### src/rtl/rc_to_bank_pipe_if.sv
// Request/result bundle for the row/column -> bank/entry mapper.
//   in_valid/in_ready   : request handshake (producer -> mapper)
//   in_row/in_column    : tile coordinate, RW bits each
//   in_bitwidth         : 0/1/2 legal, 3 reserved
//   out_valid/out_ready : result handshake (mapper -> bank write ports)
//   out_bank/out_entry  : physical location, BW/RW bits
//   out_err             : request was illegal, location forced to 0
// slave = the mapper, master = the coordinate producer / result consumer.
interface rc_to_bank_pipe_if #(
  parameter int RW = 8,
  parameter int BW = 5
);
  logic          in_valid;
  logic          in_ready;
  logic [RW-1:0] in_row;
  logic [RW-1:0] in_column;
  logic [1:0]    in_bitwidth;
  logic          out_valid;
  logic          out_ready;
  logic [BW-1:0] out_bank;
  logic [RW-1:0] out_entry;
  logic          out_err;

  modport slave (
    input  in_valid, in_row, in_column, in_bitwidth, out_ready,
    output in_ready, out_valid, out_bank, out_entry, out_err
  );

  modport master (
    output in_valid, in_row, in_column, in_bitwidth, out_ready,
    input  in_ready, out_valid, out_bank, out_entry, out_err
  );
endinterface

### src/rtl/rc_to_bank_pipe.sv
// Inverse tile-buffer address mapper: (row, column, bitwidth) -> (bank, entry).
// Undoes the forward mapping (sub-buffer packing by bitwidth, then a skew of
// 3 banks per entry). Two-stage valid/ready pipeline, one request per cycle.
// Ports:
//   clk, rst_n : clock, asynchronous active-low reset
//   bus        : rc_to_bank_pipe_if.slave (request in, result out)
module rc_to_bank_pipe #(
  parameter int BANK_COUNT = 32,
  parameter int TILE_SIZE  = 256
) (
  input  logic               clk,
  input  logic               rst_n,
  rc_to_bank_pipe_if.slave   bus
);
  localparam int RW     = $clog2(TILE_SIZE);
  localparam int BW     = $clog2(BANK_COUNT);
  localparam int SW     = RW + 3;  // holds col_raw + entry*3 without overflow
  localparam int STAGES = 2;

  typedef struct packed {
    logic [RW-1:0] entry;
    logic [BW-1:0] col_raw;
    logic          err;
  } s1_t;

  typedef struct packed {
    logic [BW-1:0] bank;
    logic [RW-1:0] entry;
    logic          err;
  } s2_t;

  logic [STAGES:1] vld_pipe;
  s1_t             s1_d, s1_q;
  s2_t             s2_d, s2_q;
  logic            s2_load, accept;
  logic [1:0]      bw, lsb;
  logic [BW-1:0]   col_mask;
  logic [SW-1:0]   bank_sum;

  // Ready depends only on pipeline state and out_ready, never on in_valid.
  assign s2_load     = !vld_pipe[2] || bus.out_ready;
  assign bus.in_ready = !vld_pipe[1] || s2_load;
  assign accept      = bus.in_valid && bus.in_ready;

  // Stage 1: split the row into entry and sub-buffer index (lsb); the lsb
  // lands in the top bw bits of the raw column.
  always_comb begin
    bw           = bus.in_bitwidth;
    lsb          = bus.in_row[1:0] & ((2'd1 << bw) - 2'd1);
    col_mask     = {BW{1'b1}} >> bw;
    s1_d.entry   = bus.in_row >> bw;
    s1_d.col_raw = (BW'(lsb) << (BW - int'(bw))) | (bus.in_column[BW-1:0] & col_mask);
    // Full column compared, so out-of-range high bits flag rather than alias.
    s1_d.err     = (bw == 2'd3) || (int'(bus.in_column) >= (BANK_COUNT >> bw));
  end

  // Stage 2: re-apply the entry skew; power-of-two modulo of the wide sum.
  always_comb begin
    bank_sum   = SW'(s1_q.col_raw) + SW'(s1_q.entry) * SW'(3);
    s2_d.bank  = s1_q.err ? '0 : BW'(bank_sum % SW'(BANK_COUNT));
    s2_d.entry = s1_q.err ? '0 : s1_q.entry;
    s2_d.err   = s1_q.err;
  end

  always_ff @(posedge clk or negedge rst_n) begin
    if (!rst_n) begin
      vld_pipe <= '0;
      s1_q     <= '0;
      s2_q     <= '0;
    end else begin
      if (bus.in_ready) vld_pipe[1] <= bus.in_valid;
      if (accept)       s1_q        <= s1_d;
      if (s2_load) begin
        vld_pipe[2] <= vld_pipe[1];
        if (vld_pipe[1]) s2_q <= s2_d;
      end
    end
  end

  assign bus.out_valid = vld_pipe[2];
  assign bus.out_bank  = s2_q.bank;
  assign bus.out_entry = s2_q.entry;
  assign bus.out_err   = s2_q.err;
endmodule

### src/flat_wrapper.sv
// flat-port wrapper written by rule: the top's interface ports become plain ports
module rc_to_bank_pipe_flat 
#(
  parameter int BANK_COUNT = 32,
  parameter int TILE_SIZE  = 256
)
  (clk, rst_n, bus_in_valid, bus_in_row, bus_in_column, bus_in_bitwidth, bus_out_ready, bus_in_ready, bus_out_valid, bus_out_bank, bus_out_entry, bus_out_err);
  rc_to_bank_pipe_if #(.RW(8), .BW(5)) bus_i ();
  input  logic clk;
  input  logic rst_n;
  input wire logic [$bits(bus_i.in_valid)-1:0] bus_in_valid;
  input wire logic [$bits(bus_i.in_row)-1:0] bus_in_row;
  input wire logic [$bits(bus_i.in_column)-1:0] bus_in_column;
  input wire logic [$bits(bus_i.in_bitwidth)-1:0] bus_in_bitwidth;
  input wire logic [$bits(bus_i.out_ready)-1:0] bus_out_ready;
  output wire logic [$bits(bus_i.in_ready)-1:0] bus_in_ready;
  output wire logic [$bits(bus_i.out_valid)-1:0] bus_out_valid;
  output wire logic [$bits(bus_i.out_bank)-1:0] bus_out_bank;
  output wire logic [$bits(bus_i.out_entry)-1:0] bus_out_entry;
  output wire logic [$bits(bus_i.out_err)-1:0] bus_out_err;
  assign bus_i.in_valid = bus_in_valid;
  assign bus_i.in_row = bus_in_row;
  assign bus_i.in_column = bus_in_column;
  assign bus_i.in_bitwidth = bus_in_bitwidth;
  assign bus_i.out_ready = bus_out_ready;
  assign bus_in_ready = bus_i.in_ready;
  assign bus_out_valid = bus_i.out_valid;
  assign bus_out_bank = bus_i.out_bank;
  assign bus_out_entry = bus_i.out_entry;
  assign bus_out_err = bus_i.out_err;
  rc_to_bank_pipe #(.BANK_COUNT(BANK_COUNT), .TILE_SIZE(TILE_SIZE)) u_core (.clk(clk), .rst_n(rst_n), .bus(bus_i));
endmodule
### config.mk
export PLATFORM = sky130hd
export DESIGN_NAME = rc_to_bank_pipe_flat
export DESIGN_NICKNAME = d
export VERILOG_FILES = /design/src/rtl/rc_to_bank_pipe_if.sv /design/src/rtl/rc_to_bank_pipe.sv /design/src/flat_wrapper.sv
export SDC_FILE = /design/constraint.sdc
export NUM_CORES = 1
export LEC_CHECK = 0
export ABC_CLOCK_PERIOD_IN_PS = 3200
export BUFFER_PORTS_ARGS = -buffer_cell sky130_fd_sc_hd__buf_4
export CAP_MARGIN = 20
export CORE_AREA = 2 2 64 66
export CTS_CLUSTER_DIAMETER = 30
export DETAILED_ROUTE_END_ITERATION = 8
export DIE_AREA = 0 0 66 68
export PLACE_DENSITY = 0.67
export SKIP_LAST_GASP = 1
export SLEW_MARGIN = 20
export SYNTH_ARGS = -nofsm -noshare
export SYNTH_HDL_FRONTEND = slang
export SYNTH_SLANG_ARGS = --single-unit
### constraint.sdc
create_clock -name clk -period 3.2 [get_ports clk]
set_input_delay 0.48 -clock clk [delete_from_list [all_inputs] [get_ports clk]]
set_output_delay 0.48 -clock clk [all_outputs]
set_load 0.03 [all_outputs]
==> results.py <==
metrics = {
    "run_status": {
        "outcome": "complete, no violations",
    },
    "finish": {
        "fillers": 379,
        "diodes": 0,
        "area.growth.synth_to_final_pct": 23.9,
        "final_layout_size_suffix_gt1_share_pct": 27.9,
        "final_cell_mix": "37 x buf_4, 30 x dfrtp_1, 29 x nand2_1",
        "final_common_cell": "buf_4",
        "nets": 231,
    },
    "global_route": {
        "grt_pass1_vias": 1200,
        "grtUsageTotal_pct": 16.0,
        "grt_overflow": 0,
        "grt_max_degree": 31,
        "antenna_found_initial": 0,
        "grt_pass1_wl_um": 5430,
    },
    "setup_path": {
        "cp-endpoint": "u_core.bus.out_bank[4]",
        "ff2ff_path_depth": 6,
        "r2r-end": "u_core.bus.out_bank[4]",
        "worst_ep_required_time_ns": 3.38,
        "worstSetupStartpoint": "u_core.s1_q[7]",
        "rr_startpoint": "u_core.s1_q[7]",
        "cp_max_fo": 4,
        "crit_path_start_kind": "flip-flop",
        "critPathCaptureType": "flip-flop",
        "r2r_slack_ns": 1.18,
        "critical_path_class": "flip-flop to flip-flop",
        "arrival_ns": 2.19,
    },
    "logic_synthesis": {
        "ys_ff_latch": 30,
        "netlist-cell-type-count": 24,
        "synth_cells": 161,
        "synthArstFlopShare_pct": 100,
        "postSynthAreaPerCell_um2": 10.3,
        "syn_area_um2": 1660,
        "syn-num-nets": 196,
        "yosysWarnings": 0,
        "synth_edf_count": 0,
        "synthFlopType": "dfrtp_1",
        "yosysSeqAreaShare_pct": 45.1,
    },
    "clock_network": {
        "cts_buffers": 5,
        "cts.path.max_buffers": 2,
        "root_buffer": "clkbuf_8",
        "h-tree-depth": 2,
        "cts_tree": "built",
        "cts_hold_buf": 0,
        "clock_latency_ns": 0.28,
        "post_cts_buffers": 0,
        "clkTransAtPathRegs_ns": 0.06,
        "clock-sinks": 30,
        "cts.repair.resized": 0,
    },
    "sta": {
        "period_share_pct": 63.0,
        "drv_slew": 0,
        "rsz0062_at_grt": "no",
        "layout_min_cycle_time_ns": 2.02,
        "tns_ns": 0,
        "worst_pin_slew_ns": 0.749,
        "skew_ns": 0.00631,
        "relSlewSlack_pct": 49.9,
        "clock.fmax_mhz": 496,
        "finalHoldViolCount": 0,
        "setup_violations": 0,
    },
    "die": {
        "start_util_pct": 43.1,
        "die_y_um": 68,
        "ios": 38,
        "die_w_um": 66,
        "rows": 23,
        "die-area_um2": 4490,
        "design.core.area_um2": 3860,
    },
    "power_and_ir_drop": {
        "totalPowerFinal_mw": 1.32,
        "irDropWorstVdd_v": 0.000213,
        "p_leak_nw": 0.960,
        "power.density_nw_per_um2": 639,
    },
    "routing": {
        "avgViaCountPerCell": 4.92,
        "drt_iter0_drc": 53,
        "wl_um": 3160,
        "firstDrtPassIters": 4,
        "route.detailed.drc": 0,
        "wl_per_cell_um": 12.8,
        "ant_nets": 0,
        "vias": 1216,
    },
    "placement": {
        "place_congestion": 0.833,
        "hpwlAfterDp_um": 2470,
        "io_buffers": 37,
    },
    "hold_path": {
        "min_path_type": "input pin to async pin",
    },
    "run": {
        "maxCapViolCount": 0,
    },
}
## metrics by stage
stage	instance area (um^2)	hold slack (ns)	cells	utilization, %	worst slack [ns]
floorplan	1660	0.184	161	-	1.34
global placement	1950	0.421	239	50.6	1.29
detailed placement	1950	0.424	239	50.6	1.22
CTS	2060	0.126	247	53.4	1.19
global route	2060	0.145	247	53.4	1.07
finish	2060	0.122	247	53.4	1.18
## routing by layer
layer / up-vias / global-route usage, % / wire, um
met3: 3 / 4.11 / 170
li1: 616 / - / -
met4: 0 / 5.36 / 25
met2: 33 / 27.4 / 1570
met1: 564 / 19.9 / 1400
met5: - / 0 / 0
## layout make-up
cell class,instances,area (um^2),share of cell area (%)
clock buffer,8,110,5.35
timing repair buffer,37,278,13.5
inverter,2,7.51,0.365
tap,50,62.6,3.04
sequential,30,751,36.5
multi-input combinational,120,851,41.3
## Yosys cell counts (all sizes together), types with 2 or more instances
| cell | number | area (um^2) |
|---|---|---|
| mux4 | 2 | 45.0 |
| inv | 2 | 7.51 |
| mux2i | 5 | 50.1 |
| a21oi | 4 | 20.0 |
| fa | 4 | 80.1 |
| ha | 9 | 113 |
| a31oi | 3 | 18.8 |
| clkbuf | 3 | 11.3 |
| buf | 6 | 42.5 |
| o31ai | 4 | 30.0 |
| nor2 | 5 | 18.8 |
| mux2 | 7 | 78.8 |
| nand2 | 29 | 109 |
| xnor2 | 5 | 43.8 |
| dfrtp | 30 | 751 |
| o21ai | 22 | 110 |
| nand2b | 15 | 93.8 |
## state kept, by name, summed over array words and instances (netlist names)
| signal | cells |
|---|---|
| u_core.bus.out_bank | 5 |
| u_core.bus.out_err | 1 |
| u_core.vld_pipe | 2 |
| u_core.bus.out_entry | 8 |
| u_core.s1_q | 14 |
## how the worst min path moves through the flow
stage | from | end | cells after the start
after global routing | rst_n | u_core.bus.out_entry[1] | 1
after CTS | rst_n | u_core.bus.out_entry[4] | 1
after detailed placement | rst_n | u_core.bus.out_entry[4] | 1
after floorplan | rst_n | u_core.bus.out_bank[0] | 0
final | rst_n | u_core.bus.out_entry[4] | 1
after global placement | rst_n | u_core.bus.out_entry[4] | 1
## where the power goes
| group | internal [mW] | switching, mW |
|---|---|---|
| Clock | 0.217 | 0.132 |
| Sequential | 0.450 | 0.0542 |
| Combinational | 0.212 | 0.252 |
| Total | 0.878 | 0.438 |
## kinds of logic (layout without fill, tap and decap cells)
group	after synthesis	in the layout	share of synthesized area, %
AOI/OAI and AO/OA	35	35	11.7
xor gates and xnor gates	5	5	2.63
adders and majority gates	13	13	11.6
buffers and inverters	11	47	3.69
DFF	30	30	45.1
muxes	14	14	10.5
and+or+nand+nor	53	53	14.8
## worst max-delay path, stage by stage, from the launching register on
cell	delay, ns
dfrtp_1	0.44
fa_1	0.53
ha_1	0.33
a21o_1	0.16
a21oi_1	0.18
xnor2_1	0.08
o31ai_1	0.18
(Power assumes the default switching activity.)
